## config.mk

```make
export PLATFORM = sky130hd
export DESIGN_NAME = park_ctrl_sched
export DESIGN_NICKNAME = d
export VERILOG_FILES = /design/src/rtl/park_pkg.sv /design/src/rtl/park_hour_sched.sv /design/src/rtl/park_ctrl_sched.sv
export SDC_FILE = /design/constraint.sdc
export NUM_CORES = 1
export LEC_CHECK = 0
export CAP_MARGIN = 20
export CORE_MARGIN = 3
export CORE_UTILIZATION = 50
export DETAILED_ROUTE_END_ITERATION = 10
export HOLD_SLACK_MARGIN = 0.05
export MAX_ROUTING_LAYER = met4
export PLACE_DENSITY = 0.76
export SLEW_MARGIN = 25
export SYNTH_ARGS = -nofsm -noshare
export SYNTH_HDL_FRONTEND = slang
export SYNTH_HIERARCHICAL = 1
export SYNTH_SLANG_ARGS = --single-unit
```

## constraint.sdc

```tcl
create_clock -name clk -period 14.1 [get_ports clk]
set_input_delay 3.525 -clock clk [delete_from_list [all_inputs] [get_ports clk]]
set_output_delay 3.525 -clock clk [all_outputs]
set_load 0.02 [all_outputs]
```

## src/rtl/park_pkg.sv

```systemverilog
`default_nettype none
// +----------------------------------------------------------------------------+
// | park_pkg                                                                   |
// | Shared types and helpers for the parking-lot scheduler.                    |
// |   phase_e       : capacity phase of the day (OFF / PEAK / TAPER)           |
// |   HOURS_PER_DAY : hour counter modulus                                     |
// |   HOUR_W        : width of the hour counter                                |
// |   sat0()        : subtraction that saturates at zero                       |
// | Revision: 1.0 - initial release                                            |
// +----------------------------------------------------------------------------+
package park_pkg;

   typedef enum logic [1:0] {
      OFF   = 2'd0,
      PEAK  = 2'd1,
      TAPER = 2'd2
   } phase_e;

   localparam int HOURS_PER_DAY = 24;
   localparam int HOUR_W        = 5;

   // a - b, clamped to zero instead of wrapping
   function automatic logic [31:0] sat0(input logic [31:0] a, input logic [31:0] b);
      return (a > b) ? (a - b) : 32'd0;
   endfunction

endpackage
`default_nettype wire

```

## src/rtl/park_hour_sched.sv

```systemverilog
`default_nettype none
// +----------------------------------------------------------------------------+
// | park_hour_sched                                                            |
// | Hour-of-day counter with phase FSM and the university reservation it      |
// | implies.                                                                   |
// | Ports:                                                                     |
// |   clk, rst   : clock, asynchronous active-high reset                       |
// |   hour_tick  : advance hour by one, 23 wraps to 0                          |
// |   hour       : current hour 0..23                                          |
// |   uni_cap    : university reservation for the current hour                 |
// | Revision: 1.0 - initial release                                            |
// +----------------------------------------------------------------------------+
module park_hour_sched
   import park_pkg::*;
#(
   parameter int CNT_W        = 10,
   parameter int UNI_PEAK_CAP = 500,
   parameter int UNI_OFF_CAP  = 200,
   parameter int TAPER_STEP   = 50,
   parameter int PEAK_START   = 8,
   parameter int TAPER_START  = 13,
   parameter int OFF_START    = 16
) (
   input  logic              clk,
   input  logic              rst,
   input  logic              hour_tick,
   output logic [HOUR_W-1:0] hour,
   output logic [CNT_W-1:0]  uni_cap
);

   logic [HOUR_W-1:0] hour_q, hour_d;
   phase_e            phase_q, phase_d;

   function automatic phase_e phase_of(input int h);
      if (h < PEAK_START || h >= OFF_START) return OFF;
      else if (h < TAPER_START)             return PEAK;
      else                                  return TAPER;
   endfunction

   // Reservation shrinks by TAPER_STEP per taper hour, never below the OFF level.
   function automatic logic [CNT_W-1:0] taper_cap(input int h);
      int red;
      red = TAPER_STEP * (h - TAPER_START + 1);
      if (red >= UNI_PEAK_CAP - UNI_OFF_CAP) return CNT_W'(UNI_OFF_CAP);
      else                                   return CNT_W'(UNI_PEAK_CAP - red);
   endfunction

   always_comb begin
      hour_d = hour_q;
      if (hour_tick) begin
         if (hour_q == HOUR_W'(HOURS_PER_DAY - 1)) hour_d = '0;
         else                                      hour_d = hour_q + HOUR_W'(1);
      end
      phase_d = phase_of(int'(hour_d));
   end

   // Phase is registered alongside the hour so both switch on the same edge.
   always_ff @(posedge clk or posedge rst) begin
      if (rst) begin
         hour_q  <= '0;
         phase_q <= phase_of(0);
      end else begin
         hour_q  <= hour_d;
         phase_q <= phase_d;
      end
   end

   always_comb begin
      case (phase_q)
         PEAK:    uni_cap = CNT_W'(UNI_PEAK_CAP);
         TAPER:   uni_cap = taper_cap(int'(hour_q));
         default: uni_cap = CNT_W'(UNI_OFF_CAP);
      endcase
   end

   assign hour = hour_q;

endmodule
`default_nettype wire

```

## src/rtl/park_ctrl_sched.sv

```systemverilog
`default_nettype none
// +----------------------------------------------------------------------------+
// | park_ctrl_sched                                                            |
// | University/guest occupancy tracker for one lot with an hour-of-day         |
// | university reservation schedule. Each entry/exit request gets exactly one  |
// | registered ack or nack one cycle later.                                    |
// | Ports:                                                                     |
// |   clk, rst                      : clock, asynchronous active-high reset    |
// |   hour_tick                     : advance the hour counter                 |
// |   enter_req/enter_uni           : entry request and its class (1=uni)      |
// |   exit_req/exit_uni             : exit request and its class               |
// |   enter_ack/nack, exit_ack/nack : registered responses                     |
// |   hour                          : current hour                             |
// |   uni_parked, guest_parked      : occupancy per class                      |
// |   uni_free, guest_free          : free spaces per class                    |
// |   *_has_space                   : free != 0 flags                          |
// | Option: define PARK_STATS_EN to add uni_reject_cnt / guest_reject_cnt,     |
// |   saturating counts of refused entries, cleared at the 23->0 wrap.         |
// | Revision: 1.0 - initial release                                            |
// +----------------------------------------------------------------------------+
module park_ctrl_sched
   import park_pkg::*;
#(
   parameter int CNT_W        = 10,
   parameter int TOTAL_CAP    = 700,
   parameter int UNI_PEAK_CAP = 500,
   parameter int UNI_OFF_CAP  = 200,
   parameter int TAPER_STEP   = 50,
   parameter int PEAK_START   = 8,
   parameter int TAPER_START  = 13,
   parameter int OFF_START    = 16
) (
   input  logic              clk,
   input  logic              rst,
   input  logic              hour_tick,
   input  logic              enter_req,
   input  logic              enter_uni,
   input  logic              exit_req,
   input  logic              exit_uni,
   output logic              enter_ack,
   output logic              enter_nack,
   output logic              exit_ack,
   output logic              exit_nack,
   output logic [HOUR_W-1:0] hour,
   output logic [CNT_W-1:0]  uni_parked,
   output logic [CNT_W-1:0]  guest_parked,
   output logic [CNT_W-1:0]  uni_free,
   output logic [CNT_W-1:0]  guest_free,
   output logic              uni_has_space,
   output logic              guest_has_space,
`ifdef PARK_STATS_EN
   output logic [CNT_W-1:0]  uni_reject_cnt,
   output logic [CNT_W-1:0]  guest_reject_cnt,
`endif
   output logic              lot_has_space
);

   if (TOTAL_CAP >= (1 << CNT_W) || UNI_PEAK_CAP > TOTAL_CAP) begin : g_param_check
      $error("park_ctrl_sched: capacity parameters do not fit CNT_W or exceed TOTAL_CAP");
   end

   logic [CNT_W-1:0] uni_cap;

   park_hour_sched #(
      .CNT_W        (CNT_W),
      .UNI_PEAK_CAP (UNI_PEAK_CAP),
      .UNI_OFF_CAP  (UNI_OFF_CAP),
      .TAPER_STEP   (TAPER_STEP),
      .PEAK_START   (PEAK_START),
      .TAPER_START  (TAPER_START),
      .OFF_START    (OFF_START)
   ) u_hour_sched (
      .clk       (clk),
      .rst       (rst),
      .hour_tick (hour_tick),
      .hour      (hour),
      .uni_cap   (uni_cap)
   );

   function automatic logic [CNT_W-1:0] uni_free_of(input logic [CNT_W-1:0] cap,
                                                    input logic [CNT_W-1:0] up);
      return CNT_W'(sat0(32'(cap), 32'(up)));
   endfunction

   // Overflow university cars (above a shrunk reservation) keep their spaces,
   // so the guest pool is whatever the larger of cap/occupancy leaves over.
   function automatic logic [CNT_W-1:0] guest_free_of(input logic [CNT_W-1:0] cap,
                                                      input logic [CNT_W-1:0] up,
                                                      input logic [CNT_W-1:0] gp);
      logic [31:0] held;
      held = (up > cap) ? 32'(up) : 32'(cap);
      return CNT_W'(sat0(32'(TOTAL_CAP) - held, 32'(gp)));
   endfunction

   logic [CNT_W-1:0] uni_parked_q, uni_parked_d;
   logic [CNT_W-1:0] guest_parked_q, guest_parked_d;
   logic             enter_ack_q, enter_ack_d, enter_nack_q, enter_nack_d;
   logic             exit_ack_q, exit_ack_d, exit_nack_q, exit_nack_d;
   logic             exit_ok, enter_ok;
   logic [CNT_W-1:0] uni_after, guest_after;

   // Exit is applied first; admission is judged on the post-exit occupancy.
   always_comb begin
      exit_ok = 1'b0;
      if (exit_req) exit_ok = exit_uni ? (uni_parked_q != '0) : (guest_parked_q != '0);
      uni_after   = uni_parked_q   - CNT_W'(exit_ok &&  exit_uni);
      guest_after = guest_parked_q - CNT_W'(exit_ok && !exit_uni);
      enter_ok = enter_uni ? (uni_free_of(uni_cap, uni_after) != '0)
                           : (guest_free_of(uni_cap, uni_after, guest_after) != '0);
      uni_parked_d   = uni_after   + CNT_W'(enter_req && enter_ok &&  enter_uni);
      guest_parked_d = guest_after + CNT_W'(enter_req && enter_ok && !enter_uni);
      enter_ack_d  = enter_req &&  enter_ok;
      enter_nack_d = enter_req && !enter_ok;
      exit_ack_d   = exit_req  &&  exit_ok;
      exit_nack_d  = exit_req  && !exit_ok;
   end

   always_ff @(posedge clk or posedge rst) begin
      if (rst) begin
         uni_parked_q   <= '0;
         guest_parked_q <= '0;
         enter_ack_q    <= 1'b0;
         enter_nack_q   <= 1'b0;
         exit_ack_q     <= 1'b0;
         exit_nack_q    <= 1'b0;
      end else begin
         uni_parked_q   <= uni_parked_d;
         guest_parked_q <= guest_parked_d;
         enter_ack_q    <= enter_ack_d;
         enter_nack_q   <= enter_nack_d;
         exit_ack_q     <= exit_ack_d;
         exit_nack_q    <= exit_nack_d;
      end
   end

`ifdef PARK_STATS_EN
   logic [CNT_W-1:0] uni_rej_q, uni_rej_d, guest_rej_q, guest_rej_d;
   logic             day_wrap;

   assign day_wrap = hour_tick && (hour == HOUR_W'(HOURS_PER_DAY - 1));

   // Clear at the wrap takes priority over a same-cycle refusal.
   always_comb begin
      uni_rej_d   = uni_rej_q;
      guest_rej_d = guest_rej_q;
      if (day_wrap) begin
         uni_rej_d   = '0;
         guest_rej_d = '0;
      end else if (enter_nack_d) begin
         if (enter_uni && uni_rej_q != '1)    uni_rej_d   = uni_rej_q + CNT_W'(1);
         if (!enter_uni && guest_rej_q != '1) guest_rej_d = guest_rej_q + CNT_W'(1);
      end
   end

   always_ff @(posedge clk or posedge rst) begin
      if (rst) begin
         uni_rej_q   <= '0;
         guest_rej_q <= '0;
      end else begin
         uni_rej_q   <= uni_rej_d;
         guest_rej_q <= guest_rej_d;
      end
   end

   assign uni_reject_cnt   = uni_rej_q;
   assign guest_reject_cnt = guest_rej_q;
`endif

   assign enter_ack       = enter_ack_q;
   assign enter_nack      = enter_nack_q;
   assign exit_ack        = exit_ack_q;
   assign exit_nack       = exit_nack_q;
   assign uni_parked      = uni_parked_q;
   assign guest_parked    = guest_parked_q;
   assign uni_free        = uni_free_of(uni_cap, uni_parked_q);
   assign guest_free      = guest_free_of(uni_cap, uni_parked_q, guest_parked_q);
   assign uni_has_space   = (uni_free != '0);
   assign guest_has_space = (guest_free != '0);
   assign lot_has_space   = uni_has_space | guest_has_space;

endmodule
`default_nettype wire
```

==> flow_summary.json <==
{
  "outcome": "complete, no violations",
  "cts_hold_buf": 0,
  "nFillCells": 1024,
  "worstSetupEndpointType": "primary output",
  "critPathMostFrequentCell": "ha_1",
  "htree_levels": 2,
  "yosys_register_bits": 31,
  "drive_above_1_share_pct": 5.459,
  "reg2reg_slack_ns": 2.22,
  "synth-seq-area-share_pct": 13.41,
  "cp.depth": 36,
  "relSlewSlack_pct": 52.07,
  "initialDrtViolationCount": 486,
  "synth_largest_area_cell": "ha_1",
  "slowest_delay_ns": 0.63,
  "busiest_layer": "met2",
  "coreArea_sq_um": 11080,
  "crit_required_ns": 10.57,
  "first_pass_iters": 6,
  "drtAntennaViolNets": 0,
  "whs_ns": 0.7468,
  "synth_edf_count": 0,
  "min_path_type": "flop to flop",
  "io_pins": 59,
  "grt_overflow": 0,
  "hp-start": "u_hour_sched/hour[4]",
  "worstRegToRegCells": 49,
  "arrival_ns": 9.92,
  "r2r-start": "u_hour_sched/hour[0]",
  "vias": 5730,
  "root_buffer": "clkbuf_16",
  "io_buffers": 58,
  "grt_pass1_vias": 5691,
  "path_delay_family": "compound AO/OA/AOI/OAI gates",
  "critical_path.max_fanout": 11,
  "tritoncts": "done",
  "synth_ff_type": "dfrtp_1",
  "setup_tns_ns": 0,
  "path_clk_slew_ns": 0.05,
  "synthArstFlopShare_pct": 100.0,
  "diodes": 0,
  "crit_path_top_delay_cell": "clkdlybuf4s50_1",
  "totalWireLength_um": 16770,
  "antenna_found_initial": 0,
  "die_h_um": 113.6,
  "synth.top_cell.area_share_pct": 16.86,
  "synth_common_cells": "nor2_1 (79), ha_1 (78), xnor2_1 (64), nand2_1 (61), inv_1 (59)",
  "critical_path.endpoint": "lot_has_space",
  "track_usage_pct": 26.47,
  "nets": 899,
  "place_hpwl_um": 13150,
  "cts.sinks": 31,
  "gr-usage-met1_pct": 34.12,
  "maxCapViolCount": 0,
  "grt_max_degree": 25,
  "min_period_over_period_pct": 95.36,
  "use_met2_pct": 44.33,
  "ys_types": 74,
  "fmax_mhz": 74.37,
  "yosysMostFrequentCell": "nor2_1",
  "placed_cells": 935,
  "dieArea_sq_um": 12900,
  "cts_inserted_buffers": 5,
  "vias_per_cell": 6.057,
  "grt_pass1_wl_um": 27460,
  "clkLatencyLatePin_ns": 0.28,
  "final_cells": 946,
  "post-route-drc-count": 0,
  "clockBufferDepth": 2,
  "postSynthCellCount": 753,
  "initial_utilization_pct": 52.24,
  "postSynthAreaPerCell_sq_um": 7.685,
  "reg2reg_to": "guest_parked[9]",
  "hold_viol_final": 0,
  "num_rows": 38,
  "worstSetupPathType": "flop to primary output",
  "gp_congestion": 0.9578,
  "critPathLaunchType": "flop",
  "area_delta_synth_final_pct": 15.68,
  "setup_viol": 0,
  "clock_skew_ns": 0.005856,
  "period_minus_slack_ns": 13.45,
  "ys_warn_count": 6,
  "cp-startpoint": "u_hour_sched/hour[0]",
  "syn_nets": 847,
  "ys_top_cells_by_area": "ha_1 (17%), dfrtp_1 (13%), xnor2_1 (9.7%), nor2_1 (5.1%), a21oi_1 (4.2%)",
  "grtUsageMet3_pct": 3.289,
  "die_w_um": 113.6,
  "syn-cell-area_sq_um": 5787,
  "drv_slew": 0,
  "wl_per_cell_um": 17.73,
  "worst_pin_slew_ns": 0.7139,
  "cp_num_buf_inv": 3,
  "rsz0062_at_grt": "no"
}
## routing by layer
| layer | vias up | share of wire, % |
|---|---|---|
| met4 | 0 | 2.2 |
| met1 | 2650 | 42 |
| met3 | 38 | 7.9 |
| li1 | 2773 | - |
| met2 | 269 | 47 |
| met5 | - | 0 |
## placed cells by master, fill, tap and decap left out, types with 15 or more instances in the layout
cell             instances
xor2_1                  27
clkdlybuf4s50_1         58
nand2_1                 60
ha_1                    78
nor3_1                  21
nor2b_1                 18
nand2b_1                15
a21oi_1                 48
nand3_1                 23
o21ai_0                 43
xnor2_1                 64
nor2_1                  79
dfrtp_1                 30
inv_1                   58
## how the worst min path moves through the flow
stage | cells after the start | slack [ns] | endpoint
floorplan | 2 | 0.80 | u_hour_sched/hour[1]
global placement | 2 | 0.73 | guest_parked[2]
detailed placement | 2 | 0.72 | guest_parked[2]
CTS | 1 | 0.75 | u_hour_sched/hour[4]
global route | 1 | 0.81 | u_hour_sched/hour[4]
finish | 1 | 0.75 | u_hour_sched/hour[4]
## area by class of cell
cell class / count / area [sq um] / share of cell area (%)
timing repair buffer: 66 / 640.6 / 9.570
clock buffer: 8 / 156.4 / 2.336
multi-input combinational: 642 / 4723 / 70.56
sequential: 31 / 777.0 / 11.61
inverter: 59 / 221.5 / 3.308
tap: 140 / 175.2 / 2.617
## repair_timing
action,CTS,global route
buffers inserted,0,2
resized for setup,0,6
setup endpoints to repair,0,12
## per-stage QoR
step                setup WS (ns)  cell area [sq um]  utilization [%]
CTS                        0.1200               6641            59.95
finish                     0.6538               6694            60.42
global placement           0.9618               6480            58.49
global route              0.02791               6694            60.42
floorplan                   1.414               5787                -
detailed placement         0.4794               6485            58.54
## flip-flops by register name, indices dropped and copies added (netlist names)
signal,flops
exit_ack,1
uni_parked,10
u_hour_sched/hour,5
enter_nack,1
guest_parked,10
u_hour_sched/phase_q,2
exit_nack,1
enter_ack,1
## cell families after synthesis
group	Yosys count	share of synthesized area [%]
and+or+nand+nor	263	22.53
adders and majority gates	87	19.98
DFF	31	13.41
muxes	10	1.838
buffers and inverters	81	5.686
xor gates and xnor gates	93	14.64
other	1	0.06480
AOI/OAI and AO/OA	187	21.86
Power is not shown: default switching activity piles up to over one toggle a cycle in this logic, so the estimate is an artifact.
